--- config.mk ---
export PLATFORM = sky130hd
export DESIGN_NAME = enable_data_gen
export DESIGN_NICKNAME = d
export VERILOG_FILES = /design/src/rtl/enable_data_pkg.sv /design/src/rtl/enable_data_gen_fifo.sv /design/src/rtl/enable_data_gen.sv
export SDC_FILE = /design/constraint.sdc
export NUM_CORES = 1
export LEC_CHECK = 0
export CAP_MARGIN = 10
export CORE_MARGIN = 2
export CORE_UTILIZATION = 24
export DETAILED_ROUTE_END_ITERATION = 8
export GPL_TIMING_DRIVEN = 1
export SKIP_CTS_REPAIR_TIMING = 1
export SYNTH_ARGS = -nofsm -noshare
export SYNTH_HDL_FRONTEND = slang
export SYNTH_SLANG_ARGS = --single-unit
export TNS_END_PERCENT = 10
--- constraint.sdc ---
create_clock -name clk -period 6.5 [get_ports clk]
set_input_delay 0.65 -clock clk [delete_from_list [all_inputs] [get_ports clk]]
set_output_delay 0.65 -clock clk [all_outputs]
set_load 0.02 [all_outputs]
--- src/rtl/enable_data_pkg.sv ---
// Shared types and the enable/data rule check for the enable-data generator.
// Also used by the rule-checker bench.
package enable_data_pkg;

    localparam int DATA_W_DEF = 8;
    localparam int DEPTH_DEF  = 4;

    typedef enum logic {
        ST_RUN,
        ST_FLUSH
    } ed_state_t;

    function automatic logic is_qualified(input logic [DATA_W_DEF-1:0] b);
        return (b != '0) && !b[0];
    endfunction

endpackage

--- src/rtl/enable_data_gen_fifo.sv ---
// ed_sync_fifo: registered-storage synchronous FIFO with synchronous clear.
// The read head is presented combinationally from the storage array.
module ed_sync_fifo
    import enable_data_pkg::*;
#(
    parameter int DATA_W = DATA_W_DEF,
    parameter int DEPTH  = DEPTH_DEF
) (
    input  logic              clk,
    input  logic              rst_n,
    input  logic              clr,
    input  logic              wr_en,
    input  logic [DATA_W-1:0] wr_data,
    input  logic              rd_en,
    output logic [DATA_W-1:0] rd_data,
    output logic              full,
    output logic              empty
);

    localparam int AW = (DEPTH > 1) ? $clog2(DEPTH) : 1;

    logic [DATA_W-1:0] r_mem [DEPTH];
    logic [AW-1:0]     r_wr_ptr;
    logic [AW-1:0]     r_rd_ptr;
    logic [AW:0]       r_count;
    logic              w_push;
    logic              w_pop;

    assign full    = (r_count == (AW+1)'(DEPTH));
    assign empty   = (r_count == '0);
    assign rd_data = r_mem[r_rd_ptr];

    // A pop in the same cycle frees the slot a full write needs
    assign w_push = wr_en && (!full || rd_en);
    assign w_pop  = rd_en && !empty;

    always_ff @(posedge clk) begin
        if (!rst_n || clr) begin
            r_wr_ptr <= '0;
            r_rd_ptr <= '0;
            r_count  <= '0;
        end else begin
            if (w_push) r_wr_ptr <= r_wr_ptr + 1'b1;
            if (w_pop)  r_rd_ptr <= r_rd_ptr + 1'b1;
            if (w_push && !w_pop)      r_count <= r_count + 1'b1;
            else if (!w_push && w_pop) r_count <= r_count - 1'b1;
        end
    end

    always_ff @(posedge clk) begin
        if (w_push && rst_n && !clr) r_mem[r_wr_ptr] <= wr_data;
    end

endmodule

--- src/rtl/enable_data_gen.sv ---
// Filters a raw byte stream to non-zero even bytes and sources enable/data.
// Build option ENABLE_DATA_ODD_ROUND_EN rounds odd bytes down instead of dropping.
module enable_data_gen
    import enable_data_pkg::*;
#(
    parameter int DATA_W = DATA_W_DEF,
    parameter int DEPTH  = DEPTH_DEF,
    parameter int CNT_W  = 8
) (
    input  logic              clk,
    input  logic              rst_n,
    input  logic              in_valid,
    input  logic [DATA_W-1:0] in_data,
    output logic              in_ready,
    input  logic              flush,
    output logic              enable,
    output logic [DATA_W-1:0] data,
    input  logic              out_ready,
    output logic [CNT_W-1:0]  accept_cnt,
    output logic [CNT_W-1:0]  drop_cnt
);

    localparam logic [CNT_W-1:0] CNT_MAX = '1;

    ed_state_t         r_state;
    ed_state_t         w_state_nxt;
    logic              w_run;
    logic              w_full;
    logic              w_empty;
    logic              w_pop;
    logic              w_xfer;
    logic              w_push;
    logic              w_qual;
    logic              w_clr;
    logic [DATA_W-1:0] w_wr_data;
    logic [DATA_W-1:0] w_rd_data;

`ifdef ENABLE_DATA_ODD_ROUND_EN
    assign w_wr_data = in_data & ~DATA_W'(1);
    assign w_qual    = (w_wr_data != '0);
`else
    assign w_wr_data = in_data;
    assign w_qual    = (in_data != '0) && !in_data[0];
`endif

    // Outputs are held quiet while reset is asserted
    assign w_run    = rst_n && (r_state == ST_RUN);
    assign enable   = w_run && !w_empty;
    assign data     = enable ? w_rd_data : '0;
    assign w_pop    = enable && out_ready;
    assign in_ready = w_run && (!w_full || w_pop);
    assign w_xfer   = in_valid && in_ready;
    assign w_push   = w_xfer && w_qual;
    assign w_clr    = w_run && flush;

    always_ff @(posedge clk) begin
        if (!rst_n) r_state <= ST_RUN;
        else        r_state <= w_state_nxt;
    end

    always_comb begin
        w_state_nxt = r_state;
        unique case (r_state)
            ST_RUN:   if (flush) w_state_nxt = ST_FLUSH;
            ST_FLUSH: w_state_nxt = ST_RUN;
            default:  w_state_nxt = ST_RUN;
        endcase
    end

    always_ff @(posedge clk) begin
        if (!rst_n) begin
            accept_cnt <= '0;
            drop_cnt   <= '0;
        end else if (w_xfer) begin
            if (w_qual && accept_cnt != CNT_MAX)
                accept_cnt <= accept_cnt + 1'b1;
            if (!w_qual && drop_cnt != CNT_MAX)
                drop_cnt <= drop_cnt + 1'b1;
        end
    end

    ed_sync_fifo #(
        .DATA_W (DATA_W),
        .DEPTH  (DEPTH)
    ) u_fifo (
        .clk     (clk),
        .rst_n   (rst_n),
        .clr     (w_clr),
        .wr_en   (w_push),
        .wr_data (w_wr_data),
        .rd_en   (w_pop),
        .rd_data (w_rd_data),
        .full    (w_full),
        .empty   (w_empty)
    );

endmodule
; Word-level counts from Yosys, hierarchy flattened
; Memory sizes are Yosys's and may differ from the RTL's. A register that Yosys moved wholly into a read port is not among the register bits.
; Index checks and enable logic that the tools add are counted.
[word_totals]
ff_bits = 24
ramBits = 32
in_bits = 13
output_inout_bits = 26
elab_cells = 57
memories = 1
[classes]
n_addsub = 6
n_eq_ne = 3
n_mux = 9
bitwise_logic = 1
reduce_logical = 31
[memory_table]
columns = name, words, width, rd, rd_ports_with_merged_regs, wr, line_no
row1 = u_fifo.r_mem, 4, 8, 1, 1, 1, enable_data_gen_fifo.sv:22  ; logic [DATA_W-1:0] r_mem [DEPTH];
[ops]
columns = operator, count
row1 = "8-bit by 1-bit adder with 8-bit output, second input constant", 2
row2 = 1-bit logical AND, 16
row3 = "8-bit != test, second input constant", 2
row4 = 1-bit zero test, 8
row5 = 8-bit two-way mux, 1
row6 = 8-bit nonzero test, 1
row7 = 3-bit two-way mux, 2
row8 = "2-bit by 1-bit adder with 2-bit output, second input constant", 2
row9 = 2-bit two-way mux, 2
row10 = 2-bit AND reduction, 2
row11 = "3-bit by 1-bit adder with 3-bit output, second input constant", 1
row12 = "3-bit equality test, second input constant", 1
row13 = 3-bit zero test, 1
row14 = 1-bit two-way mux, 3
row15 = "3-bit by 1-bit subtractor with 3-bit output, second input constant", 1
row16 = 1-bit logical OR, 2
row17 = 1-bit case mux with 2 select lines, 1
row18 = 2-bit nonzero test, 1
row19 = 1-bit NOT, 1

; Depth between registers and ports, before layout
; Gate-level depths: netlist of run 1.
[logic_depth]
ltp_word = 13
mapped_depth = 11
mapped_depth_nobuf = 10

; By module
; A second synthesis of run 1 with hierarchy kept.
[unflattened]
hier_cells = 204
hier_area_um2 = 2566.2
[modules_own_cells]
columns = module, n_inst, cells_each, area_per_inst_um2, seq_area_each_um2
row1 = ed_sync_fifo, 1, 93, 1660.3, 1141.1
row2 = enable_data_gen, 1, 111, 905.9, 340.3

; Least setup slack after synthesis of run 1
; No wires, ideal clock.
[synth_path]
path_kind = in2reg
from = input port in_valid
to = register u_fifo.r_count[2]
setup_time_ps = 124
arrival_ps = 2437
t_required_ps = 6376
slack_ps = 3938
path_stages = 11
n_path_buf = 1
path_cell_list = nand3b_1 > or2_2 > clkbuf_1 > nor2_1 > ha_1 > inv_1 > fa_1 > xor2_1 > nor2_1 > xnor2_1 > nor2_1
[synth_via]
elab_chain_len = 6
elab_cells_between_ends = 8
cone_classes = mux: 1 / reduce/logical: 7
[synth_lines]
columns = item, line_no
row1 = from (decl), enable_data_gen.sv:12  ; input logic in_valid,
row2 = 1-bit logical AND (*), enable_data_gen.sv:52  ; assign w_xfer = in_valid && in_ready;
row3 = 1-bit logical AND (*), enable_data_gen.sv:53  ; assign w_push = w_xfer && w_qual;
row4 = 1-bit logical AND (*), enable_data_gen_fifo.sv:34  ; assign w_push = wr_en && (!full || rd_en);
row5 = net u_fifo.w_push, enable_data_gen_fifo.sv:26  ; logic w_push;
row6 = 1-bit zero test, enable_data_gen_fifo.sv:46  ; else if (!w_push && w_pop) r_count <= r_count - 1'b1;
row7 = 1-bit logical AND, enable_data_gen_fifo.sv:46
row8 = 2-bit nonzero test (no line), n/a
row9 = to (signal assigned), enable_data_gen_fifo.sv:45  ; if (w_push && !w_pop) r_count <= r_count + 1'b1;
row10 = to (signal assigned), enable_data_gen_fifo.sv:46
row11 = to (decl), enable_data_gen_fifo.sv:25  ; logic [AW:0] r_count;
; Mark *: on every way through the listed nets, which the timed path passes. The rest lies on a longest branch.
; A chain may end at the register's enable or synchronous reset.

; Final worst setup path of run 1
[layout_path]
from = input port rst_n
to = output port data[6]
[layout_via]
elab_chain_len = 3
[layout_lines]
columns = item, line_no
row1 = from (decl), enable_data_gen.sv:11  ; input logic rst_n,
row2 = 1-bit logical AND, enable_data_gen.sv:47  ; assign w_run = rst_n && (r_state == ST_RUN);
row3 = 1-bit logical AND, enable_data_gen.sv:48  ; assign enable = w_run && !w_empty;
row4 = 8-bit two-way mux, enable_data_gen.sv:49  ; assign data = enable ? w_rd_data : '0;
row5 = to (decl), enable_data_gen.sv:17  ; output logic [DATA_W-1:0] data,
; No other way between the ends.

==> results of run 1 <==
-- cells by family after synthesis --
group / Yosys count
AND/OR/NAND/NOR: 82
flip-flops: 58
AO/OA/AOI/OAI: 23
buffers and inverters: 17
multiplexers: 17
adder cells (fa/ha/maj): 8
XOR/XNOR: 5
-- per-stage QoR --
stage,cell area (sq um),utilization
5_1_grt,3370,0.315
6_report,3370,0.315
3_5_place_dp,3110,0.291
4_1_cts,3360,0.314
2_1_floorplan,2600,-
3_3_place_gp,3110,0.291
-- sequential cells by signal, summed over array words and instances (netlist names), named ones only --
signal and count:
u_fifo.r_mem 32, accept_cnt 8, drop_cnt 8, u_fifo.r_count 3, u_fifo.r_rd_ptr 2, u_fifo.r_wr_ptr 2, r_state 1
-- final timing paths --
check,to,cells past startpoint
setup / recovery,data[6],4
hold reg to reg,accept_cnt[5],2
hold / removal,accept_cnt[5],2
setup reg to reg,u_fifo.r_count[2],10
-- power by group through the flow --
stage               Combinational (mW)  Sequential (mW)  Clock [mW]
floorplan                       0.0375            0.404           0
global placement                0.0632            0.405           0
detailed placement              0.0646            0.405           0
CTS                             0.0650            0.397       0.422
global route                    0.0714            0.398       0.442
finish                          0.0650            0.397       0.412
-- final cells by class --
cell class / count / area (sq um)
sequential: 58 / 1480
multi-input combinational: 135 / 1050
fill: 1096 / 7330
clock buffer: 9 / 124
clock inverter: 7 / 125
inverter: 7 / 26.3
timing repair buffer: 39 / 388
tap: 140 / 175
-- worst reg2reg max path, delay by kind of cell, from the launching register on --
family / cells / cell delay (ns)
XOR/XNOR: 2 / 0.27
adder cells (fa/ha/maj): 2 / 0.65
buffers and inverters: 1 / 0.07
flip-flops: 1 / 0.43
AND/OR/NAND/NOR: 5 / 0.99
-- layer usage --
metal | vias to the layer above | track usage | wire length, microns
met2 | 47 | 0.172 | 2720
met1 | 874 | 0.131 | 2660
met3 | 4 | 0.0458 | 265
met5 | - | 0 | 0
met4 | 0 | 0.0284 | 31
li1 | 882 | - | -
-- placed cells by master (no fill, tap or decap), types with 3 or more instances in the layout --
cell type,netlist,routed
ha_1,7,7
edfxtp_1,32,32
o21ai_0,4,4
mux2i_1,9,9
and4_1,4,4
mux4_2,8,8
clkbuf_8,0,9
nor2_1,10,10
nand4_1,4,4
nand2_1,11,11
bufinv_16,0,3
clkinv_4,0,3
nand3_1,11,11
a21oi_1,9,9
inv_1,6,6
clkdlybuf4s50_1,0,38
or2b_1,4,4
nor4_1,7,7
or4_1,3,3
dfxtp_1,26,26
and3_1,14,14
xor2_1,4,4
o31ai_1,3,3
==> impl_metrics.yaml, run 1 <==
route:
  routed_wl_microns: 5680
  drc_errors: 0
  vias: 1807
  dr.pass1.iters: 5
  drt_iter0_drc: 60
  ant_nets: 0
  vias_per_cell: 4.57
  post_drt_wl_per_cell_microns: 14.4
yosys:
  netlist_top_cells_count: "32 x edfxtp_1, 26 x dfxtp_1, 14 x and3_1"
  synth-simple-area-share: 0.184
  synthFlopType: "edfxtp_1"
  ys_seq_area_frac: 0.570
  yosysMostFrequentCell: "edfxtp_1"
  synthAdderAreaFrac: 0.0414
  yosysTopAreaCell: "edfxtp_1"
  yosys.area_share.xor_xnor: 0.0168
  synth_top_family_by_area: "simple AND/OR/NAND/NOR gates"
  ys_types: 42
  synth_edf_count: 32
  synth_area_sq_mm: 0.00260
  avgSynthCellArea_sq_um: 12.4
  yosysTopAreaCellShare: 0.369
  syn_inst: 210
  synth.area.top_cells: "edfxtp_1 37%, dfxtp_1 20%, mux4_2 6.9%"
  yosys_register_bits: 58
  synth_compound_area_frac: 0.0563
  synth_warnings: 0
  async_flop_share: 0
  synthesis.nets: 231
  synthMuxAreaShare: 0.104
global_routing:
  grt_max_degree: 18
  grt_overflow: 0
  grt_usage: 0.107
  grt_pass1_wl_microns: 9360
  antenna_found_initial: 0
  grt_pass1_vias: 1847
power_and_ir_drop:
  comb_power_share: 0.074
  seqPwrFrac: 0.454
  clockPowerShare: 0.471
  vdd_drop_max_uv: 120
  swShare: 0.224
  leakage_nw: 1.17
  power_uw: 873
  power_density_mw_per_mm2: 259
  internal-power_uw: 678
  power_switching_uw: 196
setup_path:
  crit_buf_inv: 2
  cp_slowest_stage_delay_ns: 0.83
  crit_required_ns: 5.85
  crit_path_end_kind: "primary output"
  crit_arrival_ns: 3.09
  startpoint: "rst_n"
  crit_family: "buffers and inverters"
  path_cells: "clkdlybuf4s50_1 -> nor2b_1 -> and3_1 -> clkdlybuf4s50_1"
  crit_path_top_delay_cell: "clkdlybuf4s50_1"
  path_max_fanout: 17
  critPathMostFrequentCell: "clkdlybuf4s50_1"
  r2r-start: "u_fifo.r_count[0]"
  r2r_setup_slack_ns: 3.98
  worstSetupPathType: "input port to primary output"
  cp-start-kind: "input port"
finish:
  area_growth_pct: 29.4
  num_antenna_cells: 0
  fin_cells: 395
  nets: 271
  final_layout_size_suffix_gt1_frac: 0.110
timing:
  rsz0062_at_grt: "no"
  worst_pin_slew_ns: 0.802
  hold_violations: 0
  min_period_over_period: 0.576
  setup_violations: 0
  fmax_ghz: 0.267
  setup_ws_ns: 2.76
  maxSlewViolCount: 0
  relSlewSlack: 0.464
  holdWs_ns: 0.491
  fin_crit_ns: 3.74
  setup_tns_ns: 0
  clock_skew_ns: 0.0125
clocking:
  cts_buffers: 9
  clkTransAtPathRegs_ns: 0.07
  worstSkewPairLatency_ns: 0.34
  clock_path_buffers: 2
  htree_levels: 3
  clkSinkCount: 58
  cts-root-buf: "clkbuf_8"
  cts_tree: "yes"
placed_design:
  portBuffers: 38
  gp_congestion: 0.741
  post-dp-hpwl_microns: 3870
  post-place-ws_ns: 2.74
  dp_cells: 378
outcome:
  outcome: "complete, no violations"
floorplanning:
  dieHeight_microns: 108
  start_util: 0.243
  rows: 38
  die_area_sq_mm: 0.0117
  io_pins: 39
  die_x_microns: 108
  core_area_sq_mm: 0.0107
run:
  maxCapViolCount: 0
worst_hold_path:
  worstHoldStart: "accept_cnt[5]"
  hold_path.class: "register to register"
(Power assumes the default switching activity.)
==> run 2, diff against run 1 <==
==> constraint.sdc (replaced) <==
create_clock -name clk -period 3.34 [get_ports clk]
set_input_delay 0.334 -clock clk [delete_from_list [all_inputs] [get_ports clk]]
set_output_delay 0.334 -clock clk [all_outputs]
set_load 0.02 [all_outputs]
==> run 2 against run 1 <==
Against the previous run: final area fell by 0.74%; routed wire length shrank 3.5%; via count shrank 1.2%; critical path depth grew 1; non-clock buffer count is 1 higher; sequential power up 95%; global-route usage fell by 0.39 points; power rose by 84%; combinational power is 95% higher; critical path type unchanged.
==> impl_metrics.yaml, run 2 (synthesis results as in run 1) <==
clocking:
  clkTransAtPathRegs_ns: 0.07
  cts_buffers: 9
  cts-root-buf: "clkbuf_8"
  htree_levels: 3
  clkSinkCount: 58
  cts_tree: "yes"
  clock_path_buffers: 2
  worstSkewPairLatency_ns: 0.33
floorplanning:
  die_area_sq_mm: 0.0117
  die_x_microns: 108
  rows: 38
  core_area_sq_mm: 0.0107
  dieHeight_microns: 108
  io_pins: 39
  start_util: 0.243
global_routing:
  grt_pass1_vias: 1752
  grt_max_degree: 18
  grt_pass1_wl_microns: 9140
  grt_overflow: 0
  grt_usage: 0.103
  antenna_found_initial: 0
finish:
  multi_input_area_sq_mm: 0.00105
  layout_commonest_cell: "clkdlybuf4s50_1"
  nets: 272
  num-fill-cells: 1088
  seq_area_sq_mm: 0.00148
  final_layout_size_suffix_gt1_frac: 0.109
  largest_registers: "u_fifo.r_mem x32, accept_cnt x8, drop_cnt x8"
  num_antenna_cells: 0
  layout_common_cells: "38 x clkdlybuf4s50_1, 32 x edfxtp_1, 26 x dfxtp_1"
  area_growth_pct: 28.5
  design_area_sq_mm: 0.00334
  largest_register: "u_fifo.r_mem"
  largest_reg_flops: 32
setup_path:
  worstSetupPathType: "input port to primary output"
  crit_path_top_delay_cell: "clkdlybuf4s50_1"
  crit_required_ns: 3.01
  path_max_fanout: 16
  cp_slowest_stage_delay_ns: 0.66
  crit_buf_inv: 4
  crit_path_end_kind: "primary output"
  crit_arrival_ns: 2.41
  critPathMostFrequentCell: "clkdlybuf4s50_1"
  path_cells: "clkdlybuf4s50_1 -> buf_4 -> clkinv_1 -> nor3_1 -> clkdlybuf4s50_1"
  cp-start-kind: "input port"
  crit_family: "buffers and inverters"
power_and_ir_drop:
  power_mw: 1.60
  vdd_drop_max_uv: 258
  leakage_nw: 1.15
  power_density_mw_per_mm2: 480
timing:
  min_period_over_period: 0.820
  fin_crit_ns: 2.74
  setup_violations: 0
  rsz0062_at_grt: "no"
  fmax_ghz: 0.365
  holdWs_ns: 0.485
  maxSlewViolCount: 0
  setup_ws_ns: 0.601
  worst_pin_slew_ns: 1.11
  hold_violations: 0
  clock_skew_ns: 0.00490
  relSlewSlack: 0.259
  setup_tns_ns: 0
route:
  ant_nets: 0
  vias_per_cell: 4.51
  routed_wl_microns: 5480
  dr.pass1.iters: 4
  vias: 1785
  drc_errors: 0
  post_drt_wl_per_cell_microns: 13.8
  drt_iter0_drc: 60
placed_design:
  place_area_sq_mm: 0.00313
  post-dp-hpwl_microns: 3800
  post-place-ws_ns: 0.372
  portBuffers: 38
  gp_congestion: 0.765
outcome:
  outcome: "complete, no violations"
run:
  maxCapViolCount: 0
worst_hold_path:
  hold_path.class: "register to register"
[run 2: cell types whose count changed in the layout (fill, tap and decap cells not counted), sizes merged]
cell	delta
buf	+1
bufinv	-1
clkinvlp	+2
clkinv	-1
[run 2: worst reg2reg max path, delay by kind of cell (launching register included)]
family                     cells  cell delay, ns
and+or+nand+nor                5            0.98
buffers and inverters          1            0.06
xor gates and xnor gates       2            0.28
adders and majority gates      2            0.64
DFF                            1            0.43
[run 2: final timing paths]
check	endpoint	slack (ns)	cells after the start	start
worst min-delay path	accept_cnt[5]	0.49	2	accept_cnt[5]
worst min register to register	accept_cnt[5]	0.49	2	accept_cnt[5]
worst max register to register	u_fifo.r_count[2]	0.84	10	u_fifo.r_count[0]
worst max-delay path	in_ready	0.60	5	rst_n
[run 2: stage by stage]
step	utilization	std cells
after global routing	0.312	396
after CTS	0.312	396
after detailed placement	0.292	380
final	0.312	396
after floorplan	-	210
after global placement	0.292	380
[run 2: where the power goes]
part | leakage [nW] | total [mW] | switching (mW) | internal (mW)
sequential | 0.498 | 0.773 | 0.0116 | 0.761
combinational | 0.548 | 0.127 | 0.0697 | 0.0574
clock | 0.103 | 0.704 | 0.285 | 0.418
total | 1.15 | 1.60 | 0.367 | 1.24
[run 2: area by class of cell]
cell class | count | area share
clock buffer | 9 | 0.0371
clock inverter | 7 | 0.0277
inverter | 7 | 0.00786
multi-input combinational | 135 | 0.313
sequential | 58 | 0.443
tap | 140 | 0.0524
timing repair buffer | 40 | 0.118
[run 2: metal layers]
| metal | share of wire | GRT usage | routed length (microns) | up-vias |
|---|---|---|---|---|
| met5 | 0 | 0 | 0 | - |
| met2 | 0.47 | 0.167 | 2560 | 43 |
| met3 | 0.046 | 0.0313 | 253 | 8 |
| met4 | 0.011 | 0.0302 | 63 | 0 |
| li1 | - | - | - | 884 |
| met1 | 0.47 | 0.132 | 2600 | 850 |
==> run 3, diff against run 2 <==
==> constraint.sdc (replaced) <==
create_clock -name clk -period 2.5 [get_ports clk]
set_input_delay 0.25 -clock clk [delete_from_list [all_inputs] [get_ports clk]]
set_output_delay 0.25 -clock clk [all_outputs]
set_load 0.02 [all_outputs]
==> run 3 against run 2 <==
Against the previous run: clock skew up 0.0011 ns; first-iteration DRC count up 25%; final cell count up 5.8%; highest routed layer unchanged; count of clock-buffer cells in the layout up 1; sequential power up 33%; non-clock buffer count up 23; worst hold slack about the same.
==> impl_metrics.yaml, run 3 (synthesis results as in run 1) <==
worst_hold_path:
  worstHoldStart: "accept_cnt[5]"
  min_to: "accept_cnt[5]"
  hold_path_depth: 2
  hold_path.class: "register to register"
route:
  dr.pass1.iters: 4
  drc_errors: 0
  drt_iter0_drc: 75
  ant_nets: 0
  vias_per_cell: 4.52
  post_drt_wl_per_cell_microns: 13.8
  vias: 1893
  routed_wl_microns: 5790
timing:
  relSlewSlack: 0.707
  fin_crit_ns: 2.36
  worst_pin_slew_ns: 0.436
  fmax_ghz: 0.424
  hold_violations: 0
  min_period_over_period: 0.944
  setup_violations: 0
  maxSlewViolCount: 0
  clock_skew_ns: 0.00599
  rsz0062_at_grt: "no"
finish:
  num-fill-cells: 1085
  largest_register: "u_fifo.r_mem"
  num_antenna_cells: 0
  fin_util: 0.334
  layout_common_cells: "37 x clkdlybuf4s50_1, 32 x edfxtp_1, 26 x dfxtp_1"
  final_layout_size_suffix_gt1_frac: 0.176
  layout_commonest_cell: "clkdlybuf4s50_1"
  area_growth_pct: 37.3
  nets: 295
  fin_cells: 419
  design_area_sq_mm: 0.00357
  largest_reg_flops: 32
  largest_registers: "u_fifo.r_mem x32, accept_cnt x8, drop_cnt x8"
clocking:
  cts-root-buf: "clkbuf_8"
  cts_tree: "yes"
  htree_levels: 3
  clkSinkCount: 58
  clock_path_buffers: 2
  cts_buffers: 9
  worstSkewPairLatency_ns: 0.33
  clkTransAtPathRegs_ns: 0.07
global_routing:
  grt_pass1_vias: 1869
  antenna_found_initial: 0
  grt_overflow: 0
  grt_max_degree: 18
  grt_pass1_wl_microns: 9290
  grt_usage: 0.106
power_and_ir_drop:
  power_density_mw_per_mm2: 604
  leakage_nw: 1.29
  vdd_drop_max_uv: 316
setup_path:
  path_cells: "clkdlybuf4s50_1 -> buf_4 -> nor2b_1 -> buf_4 -> and3_1 -> clkdlybuf4s50_1"
  r2r-end: "u_fifo.r_count[2]"
  crit_path_top_delay_cell: "clkdlybuf4s50_1"
  cp-start-kind: "input port"
  crit_arrival_ns: 2.11
  crit_buf_inv: 4
  r2r-start: "u_fifo.r_count[0]"
  worstSetupPathType: "input port to primary output"
  crit_required_ns: 2.25
  cp_slowest_stage_delay_ns: 0.60
  crit_family: "buffers and inverters"
  crit_path_end_kind: "primary output"
  path_max_fanout: 11
  r2r_setup_slack_ns: 0.35
  worst_r2r_path_depth: 10
floorplanning:
  die_area_sq_mm: 0.0117
  die_x_microns: 108
  dieHeight_microns: 108
  io_pins: 39
  rows: 38
  start_util: 0.243
  core_area_sq_mm: 0.0107
outcome:
  outcome: "complete, no violations"
placed_design:
  portBuffers: 38
  post-dp-hpwl_microns: 4080
  place_area_sq_mm: 0.00336
  gp_congestion: 0.744
  dp_cells: 403
run:
  maxCapViolCount: 0
## run 3: worst min-delay path: cells and delay by family, from the launching register on
family | cells | cell delay (ns)
DFF | 1 | 0.33
and+or+nand+nor | 1 | 0.06
muxes | 1 | 0.05
## run 3: area by class of cell
type,count,area (sq um),share of cell area
clock buffers,10,128,0.0357
repair buffers,63,633,0.177
multi-input cells,135,1050,0.293
flip-flops and latches,58,1480,0.415
inverters,7,26.3,0.00736
well taps,140,175,0.0490
clock inverters,6,81.3,0.0228
## run 3: worst max-delay path by stage
stage	start	endpoint	depth (start not counted)
global placement	rst_n	u_fifo.r_count[2]	11
finish	rst_n	data[6]	6
CTS	rst_n	in_ready	6
floorplan	u_fifo.r_count[0]	u_fifo.r_count[2]	11
global route	rst_n	data[0]	6
detailed placement	rst_n	u_fifo.r_count[2]	11
## run 3: per-layer routing
layer,routed length [microns],up-vias,GRT usage,share of wire
met3,315,4,0.0386,0.054
met5,0,-,0,0
met2,2730,50,0.175,0.47
met4,44,0,0.0302,0.0076
met1,2690,909,0.130,0.47
li1,-,930,-,-
## run 3: metrics by stage
stage               hold slack (ns)  setup WS (ns)  power [mW]  setup TNS [ns]
floorplan                     0.349          0.202        1.15               0
global placement              0.474        0.00369        1.25               0
detailed placement            0.478        -0.0451        1.26         -0.0451
CTS                           0.487          0.119        2.19               0
global route                  0.503         0.0438        2.25               0
finish                        0.485          0.141        2.16               0
## run 3: report_power, final
group	switching [mW]	internal, mW	total (mW)
Sequential	0.0126	1.02	1.03
Combinational	0.105	0.101	0.205
Clock	0.367	0.555	0.922
